**config.mk**
```make
export PLATFORM = sky130hd
export DESIGN_NAME = bus_arbiter
export DESIGN_NICKNAME = d
export VERILOG_FILES = /design/src/rtl/bus_arbiter.sv
export SDC_FILE = /design/constraint.sdc
export NUM_CORES = 1
export LEC_CHECK = 0
export BUFFER_PORTS_ARGS = -buffer_cell sky130_fd_sc_hd__buf_2
export CAP_MARGIN = 20
export CORE_UTILIZATION = 44
export DETAILED_ROUTE_END_ITERATION = 10
export GPL_TIMING_DRIVEN = 0
export PLACE_DENSITY = 0.85
export SKIP_LAST_GASP = 1
export SLEW_MARGIN = 10
export SYNTH_ARGS = -nofsm -noshare
export SYNTH_HDL_FRONTEND = slang
export SYNTH_SLANG_ARGS = --single-unit
export TNS_END_PERCENT = 20
```
**constraint.sdc**
```tcl
create_clock -name clk -period 2.15 [get_ports clk]
set_input_delay 0.43 -clock clk [delete_from_list [all_inputs] [get_ports clk]]
set_output_delay 0.43 -clock clk [all_outputs]
set_load 0.02 [all_outputs]
```
**src/rtl/bus_arbiter.sv**
```systemverilog
// Round-robin owner of a shared bus: grants one source at a time, drives the
// active-low transceiver enables and registers the owner's data onto bus_out.
module bus_arbiter #(
  parameter int N        = 4,
  parameter int WIDTH    = 8,
  parameter int MAX_HOLD = 4
) (
  input  logic               clk,
  input  logic               reset,
  input  logic [N-1:0]       req,
  input  logic [N*WIDTH-1:0] data_in,
  output logic [N-1:0]       grant,
  output logic [N-1:0]       oe_n,
  output logic [WIDTH-1:0]   bus_out,
  output logic               bus_valid,
  output logic               busy
);

  localparam int OW = (N > 1) ? $clog2(N) : 1;
  localparam int HW = (MAX_HOLD > 1) ? $clog2(MAX_HOLD) : 1;
  localparam logic [HW-1:0] HOLD_LAST = HW'(MAX_HOLD - 1);
  localparam logic [OW-1:0] LAST_IDX  = OW'(N - 1);

  typedef enum logic [1:0] {
    IDLE = 2'd0,
    OWN  = 2'd1,
    TURN = 2'd2
  } state_e;

  state_e           state_q, state_d;
  logic [OW-1:0]    owner_q, owner_d;
  logic [OW-1:0]    ptr_q, ptr_d;
  logic [HW-1:0]    hold_q, hold_d;
  logic [WIDTH-1:0] bus_out_q, bus_out_d;
  logic             bus_valid_q, bus_valid_d;

  // Round-robin pick: first requester at or after ptr, wrapping past N-1.
  logic          win_found;
  logic [OW-1:0] win_idx;
  logic [OW:0]   cand;

  always_comb begin
    // NOTE: every always_comb output gets a default before any branch, so no latch is inferred.
    win_found = 1'b0;
    win_idx   = '0;
    cand      = '0;
    for (int k = 0; k < N; k++) begin
      cand = {1'b0, ptr_q} + (OW+1)'(k);
      if (cand >= (OW+1)'(N)) cand = cand - (OW+1)'(N);
      if (!win_found && req[cand[OW-1:0]]) begin
        win_found = 1'b1;
        win_idx   = cand[OW-1:0];
      end
    end
  end

  logic [N-1:0] owner_onehot;
  logic         others_pending;
  logic         hold_at_limit;

  always_comb begin
    owner_onehot          = '0;
    owner_onehot[owner_q] = 1'b1;
    others_pending        = |(req & ~owner_onehot);
    hold_at_limit         = (hold_q == HOLD_LAST);
  end

  always_comb begin
    state_d     = state_q;
    owner_d     = owner_q;
    ptr_d       = ptr_q;
    hold_d      = hold_q;
    bus_out_d   = bus_out_q;
    bus_valid_d = 1'b0;

    unique case (state_q)
      IDLE, TURN: begin
        // TURN re-arbitrates exactly like IDLE, so a request raised during TURN is eligible here.
        if (win_found) begin
          state_d = OWN;
          owner_d = win_idx;
          hold_d  = '0;
        end else begin
          state_d = IDLE;
        end
      end
      OWN: begin
        bus_out_d   = data_in[owner_q*WIDTH +: WIDTH];
        bus_valid_d = 1'b1;
        if (!hold_at_limit) hold_d = hold_q + 1'b1;
        if (!req[owner_q] || (hold_at_limit && others_pending)) begin
          state_d = TURN;
          ptr_d   = (owner_q == LAST_IDX) ? '0 : owner_q + 1'b1;
        end
      end
      default: state_d = IDLE;
    endcase
  end

  always_ff @(posedge clk) begin
    // NOTE: sequential state uses non-blocking assignments so every flop samples pre-edge values.
    if (reset) begin
      state_q     <= IDLE;
      owner_q     <= '0;
      ptr_q       <= '0;
      hold_q      <= '0;
      bus_out_q   <= '0;
      bus_valid_q <= 1'b0;
    end else begin
      state_q     <= state_d;
      owner_q     <= owner_d;
      ptr_q       <= ptr_d;
      hold_q      <= hold_d;
      bus_out_q   <= bus_out_d;
      bus_valid_q <= bus_valid_d;
    end
  end

  // Enables decode only registered state, so req glitches never reach the transceivers.
  always_comb begin
    grant = '0;
    if (state_q == OWN) grant[owner_q] = 1'b1;
  end

  assign oe_n      = ~grant;
  assign busy      = (state_q != IDLE);
  assign bus_out   = bus_out_q;
  assign bus_valid = bus_valid_q;

endmodule

```
Word-level counts from Yosys, hierarchy flattened
Index checks and enable logic that the tools add are counted.

Add/sub/neg operators: 9. Order comparisons: 10. Equality and inequality tests: 7. Shift operators: 1. Multiplexer cells: 33. Bitwise operators: 3. Reduce and logical (&&, ||, !) cells: 18.

Operators by type and width (number): $shiftx 32x6->8 (1); $mux 2 (12); $lt 2x3->1 const B (5); $mux 1 (12); $bmux 1 s2 (5); $ge 3x3->1 const B (3); $not 4->4 (2); $pmux 2 s2 (2); $sub 2x1->2 const B (4); $add 2x2->3 const B (2); $eq 2x2->1 const B (3); $ne 2x2->1 const B (3); $logic_and 1x1->1 (5); $add 2x1->2 const B (2); $and 4x4->4 (1); $logic_not 1->1 (4); $mux 4 (1); $reduce_and 2->1 (2); $reduce_bool 2->1 (2); $reduce_or 4->1 (1); $add 2x1->3 const B (1); $ge 2x3->1 const B (1); $reduce_and 3->1 (1); $demux 1 s2 (1); 5 further kinds (5).

Register bits: 17. Input bits: 38. Output and inout port bits: 18. Logic and storage cells: 87.

Longest topological paths before layout
Depth after elaboration: 16. Gate-level depth with buffers: 8. Mapped depth without buffers: 6.

Worst setup path before layout
No wires, ideal clock.

Path type: register to register. From: register owner_q[0]. To: register ptr_q[0]. Library setup time: 0.121 ns. Arrival: 1.652 ns. Data required time: 2.029 ns. Slack: 0.377 ns. Cell stages (with the launch flop): 9. Buffers on the path: 2. Clock period less this slack: 1.773 ns. Cells stage by stage: dfxtp_1 -> buf_6 -> buf_4 -> inv_1 -> ha_1 -> nand2b_1 -> o2111ai_1 -> a31oi_1 -> mux2_4.

Word-level cells in the longest chain between the ends: 10. Elaborated cells between the ends (all ways): 17. Those cells by class: add/sub: 1; order compare: 2; eq/ne: 1; mux: 5; bitwise: 2; reduce/logical: 6.

RTL lines: start: declaration (RTL line 31) `logic [OW-1:0] owner_q, owner_d;`; start signal: assignment (RTL line 111) `owner_q <= owner_d;`; $lt 2x3->1 (not written as such) / $ge 2x1->1 (equally long branches) (RTL line 63) `owner_onehot[owner_q] = 1'b1;`; $logic_and 1x1->1 (not written as such) (RTL line 63); $mux 1 (not written as such) (RTL line 63); $demux 1 s2 (RTL line 63); $not 4->4 (RTL line 64) `others_pending = |(req & ~owner_onehot);`; $and 4x4->4 (RTL line 64); $reduce_or 4->1 (RTL line 64); $logic_and 1x1->1 (RTL line 91) `if (!req[owner_q] || (hold_at_limit && others_pending)) begin`; $logic_or 1x1->1 (RTL line 91); $reduce_and 2->1 (no line); end signal: assignment (RTL line 112) `ptr_q <= ptr_d;`; end: declaration (RTL line 32) `logic [OW-1:0] ptr_q, ptr_d;`.

Parallel ways exist; a longest one is shown, timed or not. The select of a mux whose other input is x is not followed. A chain may end at the register's enable or synchronous reset.

Final worst setup path
From: register owner_q[0]. To: output port grant[0].

Word-level cells in the longest chain between the ends: 5. Elaborated cells between the ends (all ways): 6. Those cells by class: order compare: 2; mux: 3; reduce/logical: 1.

RTL lines: $lt 2x3->1 (not written as such) / $ge 2x1->1 (equally long branches) (RTL line 122) `if (state_q == OWN) grant[owner_q] = 1'b1;`; $logic_and 1x1->1 (not written as such) (RTL line 122); $mux 1 (not written as such) (RTL line 122); $demux 1 s2 (*) (RTL line 122); $mux 4 (*) (RTL line 122); end: declaration (RTL line 12) `output logic [N-1:0] grant,`.

Every way passes the cells marked *; elsewhere a longest branch is shown, timed or not.

==> out/results.ini <==
[sta]
rsz0062_at_grt=false
setup_viol=0
tightest_slew_ns=0.651
timing.final.crit_share_pct=95.7
finalHoldViolCount=0
fin_skew_ns=0.000770
final_max_slew_viol_count=0
min_period_ns=2.06
worst_slack_ns=0.0934
finalSetupTns_ns=0
timing.fmax_ghz=0.486
slew_headroom_pct=56.1

[placed_design]
post-dp-hpwl_um=2310
place_ws_ns=0.177
place.gp.congestion=0.851
dpl_cell_area_mm2=0.00139
port-buffer-count=54

[route]
via_per_inst=5.42
antenna_left=0
num_vias=1122
routedWlPerCell_um=13.7
drc=0
drtIter0Drc=16
wirelength_um=2830
drt_pass1_iterations=4

[logic_synthesis]
yosys.area.top_type=dfxtp_1
synth_area_leaders=dfxtp_1 31%, mux4_2 17%, nand2_1 8.3%, a21oi_1 6.9%, ha_1 5.8%
yosys.area_share.simple_pct=19.2
synth_fp_nets=164
synth_warnings=0
muxShareOfSynthArea_pct=21.8
synth.distinct_cells=29
synth_area_mm2=0.00108
syn_avg_cell_area_um2=8.95
synth-seq-cells=17
synth_fa_ha_area_share_pct=5.77
synth_top_family_by_area=multiplexers
synth_xor_area_share_pct=0
syn_inst=121
ys_seq_area_share_pct=31.4
synth_compound_area_share_pct=15.1
yosys.area.top_type_share_pct=31.4

[worst_setup_path]
cp_max_fo=10
r2r_end=ptr_q[0]
crit_type=reg -> out
startpoint_type=flop
r2r_slack_ns=0.14
required_ns=1.72
cp.arrival_ns=1.63
r2r_cells=8
endpoint_kind=output pin
worstReg2RegStart=owner_q[0]

[pwr]
power.leakage_nw=0.682
p_per_area_mw_per_mm2=629
peakVddDrop_mv=0.385
total_power_mw=0.895

[worst_hold_path]
hold_path_class=reg -> reg
min_from=bus_out[0]
min_path_cells=2
hold_end=bus_out[0]

[final_layout]
design_area_mm2=0.00142
area_growth_pct=31.3
nets=223
drive_gt1_share_pct=41.9
diodes=0
fill_cells=183

[clocking]
cts_made_buffers=3
htree_levels=1
clockBufferDepth=2
clock_latency_ns=0.30
cts_root_buf=clkbuf_4
clkTransAtPathRegs_ns=0.10
cts_sinks=17
cts_tree=yes
cts_hold_buf=0
postCtsSetupRepairBufs=0

[die]
die_h_um=51.6
start_util_pct=47.6
coreArea_mm2=0.00228
row_count=17
pin_count=56
die_area_mm2=0.00267
dieWidth_um=51.6

[grt]
first_global_vias=1015
grtUsageTotal_pct=23.3
grt_first_pass_wirelength_um=4550
grt_max_degree=11
antenna_found_initial=0
globalRouteOverflowTotal=0

[outcome]
outcome=complete, no violations

[run]
maxCapViolations=0

## worst max-delay path, stage by stage, from the launching register on
cell and delay (ns):
dfxtp_1 0.40, buf_6 0.15, buf_4 0.20, inv_1 0.09
ha_1 0.23, nand2_1 0.08, inv_1 0.03, buf_2 0.15
## through the flow
step,hold slack [ns],cells,utilization (%)
detailed placement,0.446,203,61.0
floorplan,0.472,121,-
global route,0.481,207,62.5
finish,0.468,207,62.5
global placement,0.445,203,61.0
CTS,0.467,207,62.3
## area by class of cell
type                    instances  area (um^2)  area share [%]
multi-input cells              88          673            47.3
clock inverters                 1         5.00           0.352
clock buffers                   3         22.5            1.58
flip-flops and latches         17          340            23.9
well taps                      28         35.0            2.46
repair buffers                 54          270            19.0
plain buffers                   7         42.5            2.99
inverters                       9         33.8            2.37
## worst max-delay path by stage
stage / startpoint / to / slack (ns)
floorplan: owner_q[0] / ptr_q[0] / 0.38
global placement: owner_q[0] / ptr_q[0] / 0.26
detailed placement: owner_q[0] / ptr_q[0] / 0.18
CTS: owner_q[1] / grant[1] / 0.07
global route: owner_q[1] / grant[1] / 0.005
finish: owner_q[0] / grant[0] / 0.09
## power by group
part           internal, mW  leakage (nW)  switching [mW]  total [mW]
Clock                0.0693        0.0177           0.109       0.178
Sequential            0.350         0.139          0.0249       0.375
Combinational         0.153         0.525           0.189       0.342
Total                 0.573         0.682           0.322       0.895
## cells by family after synthesis
kind of cell / count (synthesis)
buffers and inverters: 16
and+or+nand+nor: 45
adders and majority gates: 5
DFF: 17
muxes: 13
AOI/OAI and AO/OA: 25
## metal layers
layer,up-vias,share of wire [%],GRT usage [%],wire (um)
li1,544,-,-,-
met1,506,39,27.0,1120
met2,64,50,41.3,1420
met3,8,7.6,2.34,214
met4,0,2.8,13.1,80
met5,-,0,0,0
## sequential cells by signal, summed over array words and instances (netlist names)
signal	count
bus_out	8
state_q	2
hold_q	2
bus_valid	1
ptr_q	2
owner_q	2
## Yosys cell counts
master,number
nand2_1,24
dfxtp_1,17
a21oi_1,15
inv_1,9
mux4_2,8
nand2b_1,7
nor2_1,7
ha_1,5
clkbuf_1,4
mux2i_1,3
nor3_1,2
o211ai_1,2
o2bb2ai_1,2
a221oi_1,1
a31oi_1,1
and3b_1,1
buf_2,1
buf_4,1
buf_6,1
mux2_2,1
mux2_4,1
o2111ai_1,1
o21a_1,1
o221ai_1,1
o41ai_2,1
or2_2,1
or3_1,1
or3b_1,1
or4_1,1
## what timing repair did
action                     CTS  global route
setup endpoints to repair    5             5
gates resized for setup      1             3
hold endpoints to repair     0             0
## placed cells by master, fill, tap and decap left out, drive strengths merged
master / synthesis / layout
nand2b: 7 / 7
or2: 1 / 1
mux4: 8 / 8
o2bb2ai: 2 / 2
o221ai: 1 / 1
o211ai: 2 / 2
or3: 1 / 1
ha: 5 / 5
nand2: 24 / 24
o41ai: 1 / 1
or4: 1 / 1
buf: 3 / 57
mux2: 2 / 2
o2111ai: 1 / 1
inv: 9 / 9
a21oi: 15 / 15
clkinv: 0 / 1
mux2i: 3 / 3
a31oi: 1 / 1
and3b: 1 / 1
nor3: 2 / 2
nor2: 7 / 7
o21a: 1 / 1
dfxtp: 17 / 17
or3b: 1 / 1
a221oi: 1 / 1
clkbuf: 4 / 7
Note: power is estimated with default switching activity, not from simulation.
